$ cat config.mk
export PLATFORM = sky130hd
export DESIGN_NAME = prog_mem
export DESIGN_NICKNAME = d
export VERILOG_FILES = /design/src/rtl/prog_mem.sv
export SDC_FILE = /design/constraint.sdc
export NUM_CORES = 1
export LEC_CHECK = 0
export ABC_AREA = 1
export CAP_MARGIN = 20
export CORE_MARGIN = 2
export CORE_UTILIZATION = 29
export DETAILED_ROUTE_END_ITERATION = 10
export SKIP_CTS_REPAIR_TIMING = 1
export SLEW_MARGIN = 40
export SYNTH_ARGS = -nofsm -noshare
export SYNTH_HDL_FRONTEND = slang
export SYNTH_SLANG_ARGS = --single-unit
$ cat constraint.sdc
create_clock -name clock -period 2 [get_ports clock]
set_clock_uncertainty 0.05 [all_clocks]
set_input_delay 0.3 -clock clock [delete_from_list [all_inputs] [get_ports clock]]
set_output_delay 0.3 -clock clock [all_outputs]
set_load 0.005 [all_outputs]
$ cat src/rtl/prog_mem.sv
`default_nettype none
// +------------------------------------------------------------------------+
// | prog_mem : 16 x 8 flop program memory with nibble-serial loader and    |
// | CPU run/hold control. Optional macro PROG_MEM_CHECKSUM_EN adds an XOR   |
// | checksum stage after the last data nibble.            Rev 1.0          |
// +------------------------------------------------------------------------+
module prog_mem #(
    parameter int RESET_RUN = 1
) (
    input  logic       clock,
    input  logic       reset,
    input  logic [3:0] addr,
    output logic [7:0] data,
    output logic       cpu_run,
    input  logic       ld_start,
    input  logic       ld_valid,
    input  logic [3:0] ld_nibble,
    output logic       ld_ready,
    output logic       ld_done,
    output logic       ld_err
);

    localparam logic [2:0] S_RUN      = 3'd0;
    localparam logic [2:0] S_WAIT     = 3'd1;
    localparam logic [2:0] S_LOAD_HI  = 3'd2;
    localparam logic [2:0] S_LOAD_LO  = 3'd3;
`ifdef PROG_MEM_CHECKSUM_EN
    localparam logic [2:0] S_LOAD_SUM = 3'd4;
    localparam logic [2:0] S_ERR      = 3'd5;
`endif
    localparam logic [2:0] S_AFTER_RESET = (RESET_RUN != 0) ? S_RUN : S_WAIT;

    logic [2:0] r_state;
    logic [2:0] w_next;
    logic [7:0] r_mem [16];
    logic [3:0] r_ptr;
    logic [3:0] r_hi;
    logic       r_done;
    logic       w_accept;
`ifdef PROG_MEM_CHECKSUM_EN
    logic [3:0] r_xor;
    logic       r_err;
`endif

    // A restart request wins over a simultaneous handshake, so that nibble is dropped.
    assign w_accept = ld_valid && ld_ready && !ld_start;
    assign data     = r_mem[addr];

    always_ff @(posedge clock) begin
        if (!reset) begin
            r_state <= S_AFTER_RESET;
        end else begin
            r_state <= w_next;
        end
    end

    always_comb begin
        w_next = r_state;
        if (ld_start) begin
            w_next = S_LOAD_HI;
        end else begin
            case (r_state)
                S_LOAD_HI: begin
                    if (w_accept) w_next = S_LOAD_LO;
                end
                S_LOAD_LO: begin
                    if (w_accept) begin
`ifdef PROG_MEM_CHECKSUM_EN
                        w_next = (r_ptr == 4'hF) ? S_LOAD_SUM : S_LOAD_HI;
`else
                        w_next = (r_ptr == 4'hF) ? S_RUN : S_LOAD_HI;
`endif
                    end
                end
`ifdef PROG_MEM_CHECKSUM_EN
                S_LOAD_SUM: begin
                    if (w_accept) w_next = (ld_nibble == r_xor) ? S_RUN : S_ERR;
                end
`endif
                default: w_next = r_state;
            endcase
        end
    end

    always_comb begin
        cpu_run = (r_state == S_RUN);
        ld_done = r_done;
        case (r_state)
            S_LOAD_HI, S_LOAD_LO: ld_ready = 1'b1;
`ifdef PROG_MEM_CHECKSUM_EN
            S_LOAD_SUM:           ld_ready = 1'b1;
`endif
            default:              ld_ready = 1'b0;
        endcase
    end

    always_ff @(posedge clock) begin
        if (!reset) begin
            for (int i = 0; i < 16; i++) begin
                r_mem[i] <= 8'h00;
            end
            r_ptr  <= 4'h0;
            r_hi   <= 4'h0;
            r_done <= 1'b0;
        end else begin
            // Only a load-terminating accept can move the FSM into RUN.
            r_done <= w_accept && (w_next == S_RUN);
            if (ld_start) begin
                r_ptr <= 4'h0;
            end else if (w_accept) begin
                if (r_state == S_LOAD_HI) begin
                    r_hi <= ld_nibble;
                end else if (r_state == S_LOAD_LO) begin
                    r_mem[r_ptr] <= {r_hi, ld_nibble};
                    if (r_ptr != 4'hF) r_ptr <= r_ptr + 4'd1;
                end
            end
        end
    end

`ifdef PROG_MEM_CHECKSUM_EN
    always_ff @(posedge clock) begin
        if (!reset) begin
            r_xor <= 4'h0;
            r_err <= 1'b0;
        end else if (ld_start) begin
            r_xor <= 4'h0;
            r_err <= 1'b0;
        end else if (w_accept) begin
            if (r_state != S_LOAD_SUM) begin
                r_xor <= r_xor ^ ld_nibble;
            end else if (ld_nibble != r_xor) begin
                r_err <= 1'b1;
            end
        end
    end
    assign ld_err = r_err;
`else
    assign ld_err = 1'b0;
`endif

endmodule
`default_nettype wire

==> metrics.txt <==
Synth cell types 26; FF+latch count, synth 140; Iter 0 DRT Violations 419; largest net degree at the start of global routing 43; utilization after layout between 30 and 40%; P&R area growth vs syn 24.1%; Routed WL roughly 19000 um; pwr dens 785 nW/um^2; Seq pwr share 48.4%; die area 25600 um^2; starting density of the core roughly 29%; main area contributors after synthesis edfxtp_1 54%, nand2_1 10%, nand3_1 7.3%; Net Sw Frac 23.9%; yosys warns 0; fill count 2500; Max Cap Viol 0; register area share after synthesis 57.8%; Final Power 6880 uW; Main synth FF type edfxtp_1; core area roughly 24000 um^2; Site Rows between 50 and 60; Inserted Diodes 0; Post-layout nets 874; CP Launch Type flop; Residual DRC 0; Logic pwr share 9.4%; Yosys top cell by area edfxtp_1; sw power 1650 uW; per-cell routed wire length 15.5 um; initial antenna violation count 0; TritonRoute pass-1 iters 7; crit path capture type primary output; layout cells sized above 1 between 15 and 20%; worst endpoint data arrival time 1.53 ns; fin crit period between 1.5 and 2 ns; Root Driver clkbuf_16; Final GP Congestion 0.852; Max IR drop VDD 0.648 mV; syn nets a little over 800; clock share of power 42.1%; GRT Util Overall 15.1%; Period Utilization, post-route 94.1%; Int Pwr 5240 uW; Reg area 4080 um^2; Leak Pwr 0.00367 uW; outcome finished, final reports clean; Routed Antenna Nets 0; Final Setup Violations 0; I/O pin total 24; worst skew pair latency 0.42 ns; Post-synth ARST share 0%; Num CTS Buffers 17; maximum clock rate 0.532 GHz; htree depth 4; CP max FO 6; die height 160 um; EDFF count, synth 128; detailed placement HPWL 12500 um; TritonCTS clock tree built; first-pass GRT wire length 29600 um; Sink Count 140; Hold Fails Final Rpt 0; min-delay worst type flop to flop; Yosys top cell area share 54.4%; Syn Area/Cell 8.90 um^2; gr ovfl total 0; Mapped Area 7070 um^2; via count approximately 5500; Critical Path RT between 1.5 and 2 ns; Die W ~160 um; CTS clk-pin slew, worst paths 0.06 ns; critical path class flop to primary output; multi-input combinational cell area 2300 um^2; number of global-route vias before repair 5358; vias per cell between 4 and 5; unrepaired setup endpoints after global routing false; I/O Buffers 22; synthesized instance count between 700 and 800; Max Buffers Root-to-Sink 2; Slew Viols, Final 0
[final cells by class]
cell class                      count  area share, %
Clock buffer                       19           4.94
Tap cell                          324           4.62
Multi-Input combinational cell    480           26.3
Sequential cell                   140           46.6
Inverter                          125           5.35
Clock inverter                     13           1.16
Timing Repair Buffer               94           11.1
[layer usage]
| metal | up-vias | track usage (%) | part of all wire, % |
|---|---|---|---|
| met4 | 0 | 4.91 | 1.9 |
| met1 | 2614 | 19.9 | 45 |
| met5 | - | 0 | 0 |
| met2 | 156 | 24.3 | 48 |
| met3 | 24 | 3.77 | 5.7 |
| li1 | 2708 | - | - |
[power by group through the flow]
| stage | clock (uW) | combinational (uW) | sequential, uW |
|---|---|---|---|
| after detailed placement | 0 | 642 | 3400 |
| after CTS | 2940 | 644 | 3330 |
| after global routing | 3060 | 717 | 3340 |
| after global placement | 0 | 641 | 3390 |
| final | 2900 | 649 | 3330 |
| after floorplan | 0 | 337 | 3380 |
[through the flow]
step                      hold WS (ns)  setup TNS (ns)  cell area (um^2)  cells  setup slack, ns
final                            0.437               0              8770   1195            0.119
after global routing             0.467               0              8770   1195           0.0511
after CTS                        0.437           -3.34              8680   1194           -0.444
after detailed placement         0.428          -13.71              8150   1162           -0.436
after global placement           0.417          -12.03              8150   1162           -0.428
after floorplan                  0.404           -1.50              7070    794          -0.0625
[critical path: stages, from the launching register on]
cell,delay [ns]
dfxtp_1,0.36
nor3_1,0.22
clkdlybuf4s50_1,0.54
[cells by family (layout without fill, tap and decap cells)]
group	Yosys count	in the layout	share of synthesized area, %
compound gates	20	20	1.42
fa+ha+maj	4	4	0.708
buf+inv	174	251	9.95
flops	140	140	57.8
other cells	1	1	0.0531
simple gates	455	455	30.1
[registers in the layout (all words and copies together), names as in the netlist]
signal   count
r_ptr        4
r_state      3
r_mem      128
r_hi         4
ld_done      1
[final timing paths]
kind / start / end / slack (ns) / cells past startpoint
setup / recovery: r_state[0] / cpu_run / 0.12 / 2
hold / removal: r_hi[2] / r_hi[2] / 0.44 / 2
setup reg to reg: r_state[1] / r_mem[12][5] / 0.23 / 7
hold reg to reg: r_hi[2] / r_hi[2] / 0.44 / 2
[cells in the mapped netlist, types with 5 or more instances]
master,count
nand2_1,190
edfxtp_1,128
inv_1,123
nand3_1,103
nor2_1,72
nor3_1,61
clkbuf_1,30
o21ai_0,14
nor3_2,13
dfxtp_1,12
buf_1,8
a21oi_1,6
nand3_2,6
buf_6,5
[placed cells by master (no fill, tap or decap), types with 4 or more instances in the layout]
| cell | count |
|---|---|
| a21oi_1 | 6 |
| buf_12 | 13 |
| buf_4 | 56 |
| clkbuf_16 | 18 |
| clkdlybuf4s50_1 | 11 |
| clkinv_1 | 6 |
| clkinvlp_4 | 4 |
| dfxtp_1 | 12 |
| dlymetal6s2s_1 | 10 |
| edfxtp_1 | 128 |
| ha_1 | 4 |
| inv_1 | 122 |
| nand2_1 | 186 |
| nand2_2 | 5 |
| nand3_1 | 100 |
| nand3_2 | 9 |
| nand3_4 | 4 |
| nor2_1 | 72 |
| nor3_1 | 61 |
| nor3_2 | 13 |
| o21ai_0 | 8 |
| o21ai_1 | 6 |
Note: power is estimated with default switching activity, not from simulation.
